`src/rtl/cla_pipe.sv`:
```
// Pipelined carry-lookahead adder/subtractor with valid/ready flow control.
// Define CLA_PIPE_SAT_EN to saturate the sum on two's-complement overflow.
module cla_pipe #(
    parameter int WIDTH = 16,
    parameter int GROUP = 4,
    parameter int PIPE  = 2
) (
    input  logic             clk,
    input  logic             rst,
    input  logic             in_valid,
    output logic             in_ready,
    input  logic [WIDTH-1:0] a,
    input  logic [WIDTH-1:0] b,
    input  logic             c_in,
    input  logic             sub,
    output logic             out_valid,
    input  logic             out_ready,
    output logic [WIDTH-1:0] s,
    output logic             c_out,
    output logic             ovf
);

    localparam int NG = WIDTH / GROUP;

    // Flat sum-of-products carry into position hi given the carry into lo:
    // cin & P[lo..hi-1] | OR_i G[i] & P[i+1..hi-1]. Used at bit and group level.
    function automatic logic lookahead(
        input logic [WIDTH-1:0] gv,
        input logic [WIDTH-1:0] pv,
        input logic             cin,
        input int               lo,
        input int               hi
    );
        logic c;
        logic term;
        c = cin;
        for (int k = 0; k < WIDTH; k++) begin
            if (k >= lo && k < hi) c = c & pv[k];
        end
        for (int i = 0; i < WIDTH; i++) begin
            if (i >= lo && i < hi) begin
                term = gv[i];
                for (int k = 0; k < WIDTH; k++) begin
                    if (k > i && k < hi) term = term & pv[k];
                end
                c = c | term;
            end
        end
        return c;
    endfunction

    // Sums the groups [glo, ghi) from the stage carry-in; bits outside that
    // range are passed through from earlier stages. Returns {carry, sum}.
    function automatic logic [WIDTH:0] cla_stage(
        input logic [WIDTH-1:0] x,
        input logic [WIDTH-1:0] y,
        input logic [WIDTH-1:0] s_prev,
        input logic             cin,
        input int               glo,
        input int               ghi
    );
        logic [WIDTH-1:0] p;
        logic [WIDTH-1:0] g;
        logic [WIDTH-1:0] gg;
        logic [WIDTH-1:0] gp;
        logic [WIDTH-1:0] sum;
        logic             gcin;
        logic             c;
        p   = x ^ y;
        g   = x & y;
        gg  = '0;
        gp  = '0;
        sum = s_prev;
        for (int j = 0; j < NG; j++) begin
            gg[j] = lookahead(g, p, 1'b0, j * GROUP, (j + 1) * GROUP);
            gp[j] = 1'b1;
            for (int m = 0; m < GROUP; m++) gp[j] = gp[j] & p[j*GROUP+m];
        end
        for (int j = 0; j < NG; j++) begin
            if (j >= glo && j < ghi) begin
                gcin = lookahead(gg, gp, cin, glo, j);
                for (int m = 0; m < GROUP; m++) begin
                    c = lookahead(g, p, gcin, j * GROUP, j * GROUP + m);
                    sum[j*GROUP+m] = p[j*GROUP+m] ^ c;
                end
            end
        end
        return {lookahead(gg, gp, cin, glo, ghi), sum};
    endfunction

    logic             en;
    logic [WIDTH-1:0] st_a [PIPE];
    logic [WIDTH-1:0] st_b [PIPE];
    logic [WIDTH-1:0] st_s [PIPE];
    logic             st_c [PIPE];
    logic             st_v [PIPE];

    logic             fin_v;
    logic             fin_c;
    logic             fin_sa;
    logic             fin_sb;
    logic [WIDTH-1:0] fin_s;
    logic             ovf_raw;

    assign en       = !fin_v || out_ready;
    assign in_ready = en;

    assign st_a[0] = a;
    assign st_b[0] = b ^ {WIDTH{sub}};
    assign st_s[0] = '0;
    assign st_c[0] = c_in ^ sub;
    assign st_v[0] = in_valid;

    for (genvar k = 0; k < PIPE; k++) begin : g_stage
        localparam int GLO = k * NG / PIPE;
        localparam int GHI = (k + 1) * NG / PIPE;

        logic [WIDTH:0]   res;
        logic             v_r;
        logic             c_r;
        logic             sa_r;
        logic             sb_r;
        logic [WIDTH-1:0] s_r;

        assign res = cla_stage(st_a[k], st_b[k], st_s[k], st_c[k], GLO, GHI);

        always_ff @(posedge clk) begin
            if (rst) begin
                v_r <= 1'b0;
            end else if (en) begin
                v_r <= st_v[k];
            end
        end

        // The partial sum, inter-stage carry and operand signs advance together.
        always_ff @(posedge clk) begin
            if (en) begin
                s_r  <= res[WIDTH-1:0];
                c_r  <= res[WIDTH];
                sa_r <= st_a[k][WIDTH-1];
                sb_r <= st_b[k][WIDTH-1];
            end
        end

        if (k < PIPE - 1) begin : g_fwd
            logic [WIDTH-1:0] a_r;
            logic [WIDTH-1:0] b_r;

            always_ff @(posedge clk) begin
                if (en) begin
                    a_r <= st_a[k];
                    b_r <= st_b[k];
                end
            end

            assign st_a[k+1] = a_r;
            assign st_b[k+1] = b_r;
            assign st_s[k+1] = s_r;
            assign st_c[k+1] = c_r;
            assign st_v[k+1] = v_r;
        end else begin : g_last
            assign fin_v  = v_r;
            assign fin_c  = c_r;
            assign fin_s  = s_r;
            assign fin_sa = sa_r;
            assign fin_sb = sb_r;
        end
    end

    assign ovf_raw = (fin_sa == fin_sb) && (fin_s[WIDTH-1] != fin_sa);

    // Outputs read as zero whenever no result is present.
    always_comb begin
        out_valid = fin_v;
        s         = '0;
        c_out     = 1'b0;
        ovf       = 1'b0;
        if (fin_v) begin
            c_out = fin_c;
            ovf   = ovf_raw;
`ifdef CLA_PIPE_SAT_EN
            if (ovf_raw) begin
                s = fin_sa ? {1'b1, {(WIDTH-1){1'b0}}} : {1'b0, {(WIDTH-1){1'b1}}};
            end else begin
                s = fin_s;
            end
`else
            s = fin_s;
`endif
        end
    end

endmodule

```
`config.mk`:
```
export PLATFORM = sky130hd
export DESIGN_NAME = cla_pipe
export DESIGN_NICKNAME = d
export VERILOG_FILES = /design/src/rtl/cla_pipe.sv
export SDC_FILE = /design/constraint.sdc
export NUM_CORES = 1
export LEC_CHECK = 0
export CAP_MARGIN = 20
export CORE_ASPECT_RATIO = 0.9
export CORE_MARGIN = 2
export CORE_UTILIZATION = 51
export CTS_BUF_LIST = sky130_fd_sc_hd__clkbuf_16
export DETAILED_ROUTE_END_ITERATION = 10
export PLACE_DENSITY_LB_ADDON = 0.2
export SYNTH_ARGS = -nofsm -noshare
export SYNTH_HDL_FRONTEND = slang
export SYNTH_SLANG_ARGS = --single-unit
```
`constraint.sdc`:
```
create_clock -name clk -period 6.6 [get_ports clk]
set_input_delay 1.65 -clock clk [delete_from_list [all_inputs] [get_ports clk]]
set_output_delay 1.65 -clock clk [all_outputs]
set_load 0.02 [all_outputs]
```
# Word level (Yosys, flattened, before mapping)
# Index checks and enable logic that the tools add are counted.
# W data, S select, Z words.
[classes] n_eq_ne=2 muxes=3 bitwise=118 reduce_logical=3
[op_table] op="$and A1 B1 Y1" n=54
[op_table] op="$or A1 B1 Y1" n=42
[op_table] op="$xor A16 B16 Y16" n=2
[op_table] op="$xor A1 B1 Y1" n=17
[op_table] op="$and A16 B16 Y16" n=1
[op_table] op="$mux W16" n=1
[op_table] op="$and A8 B8 Y8" n=1
[op_table] op="$xor A8 B8 Y8" n=1
[op_table] op="$mux W1" n=2
[op_table] op="$eq A1 B1 Y1" n=1
[op_table] op="$logic_and A1 B1 Y1" n=1
[op_table] op="$logic_not A1 Y1" n=1
[op_table] op="$logic_or A1 B1 Y1" n=1
[op_table] op="$ne A1 B1 Y1" n=1
[word_totals] ff_bits=62 in_bits=38 word_cells=136

# Logic depth before layout (Yosys ltp)
[logic_depth] word_depth=16 ltp_mapped=13 mapped_depth_nobuf=11

# Least setup slack after synthesis
# No wires, ideal clock.
[synth_path] path_kind="input to output" startpoint="in out_ready" endpoint="out in_ready" arrival_time_ns=2.938 setup_slack_ns=2.012 path_stages=1 path_buffers=0 cell_sequence="nand2b_1"
[synth_via] elab_chain_len=1
[synth_rtl] item="from (decl)" line="17" rtl="input logic out_ready,"
[synth_rtl] item="$logic_or A1 B1 Y1" line="105" rtl="assign en = !fin_v || out_ready;"
[synth_rtl] item="to (decl)" line="11" rtl="output logic in_ready,"
# Every way passes these cells.

# Final worst setup path
[layout_path] startpoint="in sub" endpoint="reg g_stage[0].s_r[7] (data pin)"
[layout_via] elab_chain_len=16 elab_cells_between_ends=28
[layout_rtl] item="from (decl)" line="15" rtl="input logic sub,"
[layout_rtl] item="$xor A16 B16 Y16" line="109" rtl="assign st_b[0] = b ^ {WIDTH{sub}};"
[layout_rtl] item="$and A8 B8 Y8 or $xor A8 B8 Y8 (tied branches)" line="70, 69"
[layout_rtl] item="$and A1 B1 Y1 (3 in a row)" line="44" rtl="if (k > i && k < hi) term = term & pv[k];"
[layout_rtl] item="$or A1 B1 Y1 (4 in a row)" line="46" rtl="c = c | term;"
[layout_rtl] item="$and A1 B1 Y1 (3 in a row)" line="38" rtl="if (k >= lo && k < hi) c = c & pv[k];"
[layout_rtl] item="$or A1 B1 Y1 (3 in a row)" line="46"
[layout_rtl] item="$xor A1 B1 Y1 *" line="84" rtl="sum[j*GROUP+m] = p[j*GROUP+m] ^ c;"
[layout_rtl] item="via g_stage[0].res[7]" line="118" rtl="logic [WIDTH:0] res;"
[layout_rtl] item="to (signal assigned)" line="138" rtl="s_r <= res[WIDTH-1:0];"
[layout_rtl] item="to (decl)" line="123" rtl="logic [WIDTH-1:0] s_r;"
# The timed path passes the listed nets; every way through them passes the cells marked *.
# A chain may end at the register's enable or synchronous reset.

==> load_flow_metrics.sql <==
INSERT INTO impl_metrics (metric_group, metric, value, unit) VALUES
('worst_setup_path', 'worst_r2r_path_depth', '9', ''),
('power_and_ir_drop', 'power_frac_seq', '48.5', '%'),
('cts', 'ctsLongestPathBuffers', '2', ''),
('timing', 'timing.final.crit_period', '4.690', 'ns'),
('cts', 'tritoncts_sinks', '46', ''),
('synth', 'netlist-cell-type-count', '29', ''),
('power_and_ir_drop', 'total_leakage_power', '1.298', 'nW'),
('worst_hold_path', 'timing.hold.worst_path_depth', '0', ''),
('job', 'drv.max_cap_violation_count', '0', ''),
('cts', 'cts_inserted_buffers', '5', ''),
('global_routing', 'first_global_vias', '1448', ''),
('routing', 'maxUsedRoutingLayer', 'met4', ''),
('timing', 'setup_repair_after_global_routing_missed_its_margin', 'false', ''),
('cts', 'htree_levels', '2', ''),
('cts', 'clkSlewWorstSetupHoldPaths', '0.06', 'ns'),
('worst_setup_path', 'critical_path.max_fanout', '17', ''),
('placed_design', 'placed_cell_area', '3024', 'sq um'),
('power_and_ir_drop', 'power_share_of_the_clock_group', '31.4', '%'),
('global_routing', 'grt_usage', '16.13', '%'),
('routing', 'drcViolationCount', '0', ''),
('synth', 'synth-edff-count', '44', ''),
('floorplan', 'io_pins', '58', ''),
('worst_setup_path', 'critical_path.reg2reg.startpoint', 'g_stage[0].g_fwd.a_r[8]$_DFFE_PP_', ''),
('power_and_ir_drop', 'p_comb_share', '20.1', '%'),
('synth', 'netlist_top_cells_area', 'edfxtp_1, ha_1, xor2_1', ''),
('final_layout', 'layout.core_utilization', '70.99', '%'),
('synth', 'netlist.area_leader.share', '55.32', '%'),
('cts', 'hold_fix_buffers_at_cts', '0', ''),
('worst_setup_path', 'cpMaxStageDelayCell', 'clkdlybuf4s50_1', ''),
('placed_design', 'dp_slack', '1.577', 'ns'),
('power_and_ir_drop', 'p_sw_share', '22.81', '%'),
('outcome', 'run_status', 'finished clean', ''),
('synth', 'synth_fp_nets', '235', ''),
('routing', 'antenna_left', '0', ''),
('final_layout', 'num-fill-cells', '300', ''),
('floorplan', 'num_rows', '23', ''),
('global_routing', 'grt_pass1_wl', '6361', 'microns'),
('final_layout', 'fin_area', '3187', 'sq um'),
('global_routing', 'maximum_number_of_pins_on_one_net_before_global_route_repair', '47', ''),
('floorplan', 'die_width', '76.14', 'microns'),
('final_layout', 'footprint_of_the_flip_flops_and_latches', '1361', 'sq um'),
('power_and_ir_drop', 'internal_dissipation', '662.4', 'uW'),
('timing', 'setup_total_negative_slack', '0', 'ns'),
('worst_setup_path', 'worst_ep_arrival_time', '4.72', 'ns'),
('power_and_ir_drop', 'peak_supply_drop', '0.0001388', 'V'),
('power_and_ir_drop', 'p_per_area', '269.3', 'nW/um^2'),
('cts', 'clock_tree_from_tritoncts', 'done', ''),
('worst_setup_path', 'cp-startpoint', 'sub', ''),
('timing', 'final.setup_skew', '0.004208', 'ns'),
('timing', 'timing_hold_violations_final', '0', ''),
('worst_setup_path', 'criticalPathCategory', 'in2reg', ''),
('routing', 'route.vias.total', '1486', ''),
('global_routing', 'antenna_found_initial', '0', ''),
('cts', 'cts_setup_buffers', '0', ''),
('synth', 'yosys_register_bits', '46', ''),
('floorplan', 'starting_utilization_of_the_core_area', '53.21', '%'),
('floorplan', 'dieArea', '5248', 'sq um'),
('worst_setup_path', 'reg2reg_slack', '4.21', 'ns'),
('final_layout', 'multi_input_comb_area', '962.2', 'sq um'),
('placed_design', 'total_half_perimeter_wirelength_after_legalization_and_detailed_placement', '2950', 'microns'),
('worst_setup_path', 'element_type_at_the_critical_path_start', 'input port', ''),
('global_routing', 'grt.overflow.total', '0', ''),
('placed_design', 'placement.io_buffers', '57', ''),
('synth', 'synthesized_area_divided_by_synthesized_cell_count', '13.81', 'sq um'),
('routing', 'drt_pass1_iterations', '6', ''),
('synth', 'synth-warning-count', '0', ''),
('final_layout', 'post_route_cells_drive_above_1_share', '5.085', '%'),
('routing', 'dr_wl_cell', '13.66', 'microns'),
('timing', 'layout_worst_path_cycle_share', '71.07', '%'),
('timing', 'max_clock_freq', '213.2', 'MHz'),
('worst_setup_path', 'chain_of_cells_forming_the_critical_path', 'clkdlybuf4s50_1 > xor2_1 > ha_1 > a21oi_1 > o221ai_2 > a21oi_2 > inv_1 > ha_1 > o21a_1 > o21a_1 > nor2_1 > xnor2_1', '');
[synthesized netlist by cell type (2+ instances only)]
master,instances
dfxtp_1,2
xnor2_1,6
nand2_1,4
edfxtp_1,44
and2_1,18
ha_1,20
xor2_1,19
o21ai_0,2
nor3_1,3
o21a_1,7
a21oi_1,4
inv_1,12
a21o_1,5
fa_1,4
nor2_1,9
[cells by family (layout without fill, tap and decap cells)]
family / count (synthesis) / count (layout) / share of synthesized area, %
AOI/OAI and AO/OA: 23 / 23 / 7.124
xor gates and xnor gates: 26 / 26 / 10.32
adders and majority gates: 24 / 24 / 13.83
buffers and inverters: 15 / 78 / 2.829
DFF: 46 / 46 / 56.99
muxes: 1 / 1 / 0.4191
and+or+nand+nor: 38 / 38 / 8.486
[power groups by stage]
stage | sequential [mW] | combinational, mW | clock (mW)
floorplan | 0.416 | 0.111 | 0
global placement | 0.420 | 0.163 | 0
detailed placement | 0.424 | 0.171 | 0
CTS | 0.418 | 0.174 | 0.275
global route | 0.423 | 0.189 | 0.285
finish | 0.416 | 0.173 | 0.269
[critical path, delay by kind of cell]
family          cells  cell delay (ns)
simple gates        1             0.12
buf+inv             2             1.01
xor+xnor            2             0.44
compound gates      5             0.93
fa+ha+maj           2             0.58
[area by class of cell]
cell class	count	share of cell area, %
sequential	46	42.72
multi-input combinational	112	30.19
timing repair buffer	58	18.14
clock buffer	5	3.926
tap	62	2.434
inverter	12	1.413
clock inverter	3	1.178
[registers in the layout, indices dropped and copies added (netlist names)]
register / count
fin_sb: 1
g_stage.c_r: 1
g_stage.v_r: 1
out_valid: 1
fin_c: 1
fin_sa: 1
g_stage.g_fwd.b_r: 8
g_stage.s_r: 8
g_stage.g_fwd.a_r: 8
fin_s: 16
[routing by layer]
| metal | vias to the layer above | track usage [%] |
|---|---|---|
| met5 | - | 0 |
| met4 | 0 | 6.818 |
| met3 | 2 | 3.646 |
| met2 | 51 | 32.59 |
| met1 | 701 | 16.58 |
| li1 | 732 | - |
[worst max-delay path by stage]
stage | cells past startpoint | endpoint
2_1_floorplan | 1 | in_ready
3_3_place_gp | 12 | g_stage[0].s_r[7]$_DFFE_PP_
3_5_place_dp | 12 | g_stage[0].s_r[7]$_DFFE_PP_
4_1_cts | 12 | g_stage[0].s_r[7]$_DFFE_PP_
5_1_grt | 12 | g_stage[0].s_r[7]$_DFFE_PP_
6_report | 12 | g_stage[0].s_r[7]$_DFFE_PP_
[stage by stage]
step	hold slack, ns	total power [mW]	std cells
after detailed placement	0.4057	0.5945	290
after global routing	0.4365	0.8975	298
after floorplan	0.4003	0.5269	173
final	0.4173	0.8582	298
after global placement	0.4008	0.5825	290
after CTS	0.4194	0.8669	298
No activity file was read; power rests on OpenSTA's default activity.
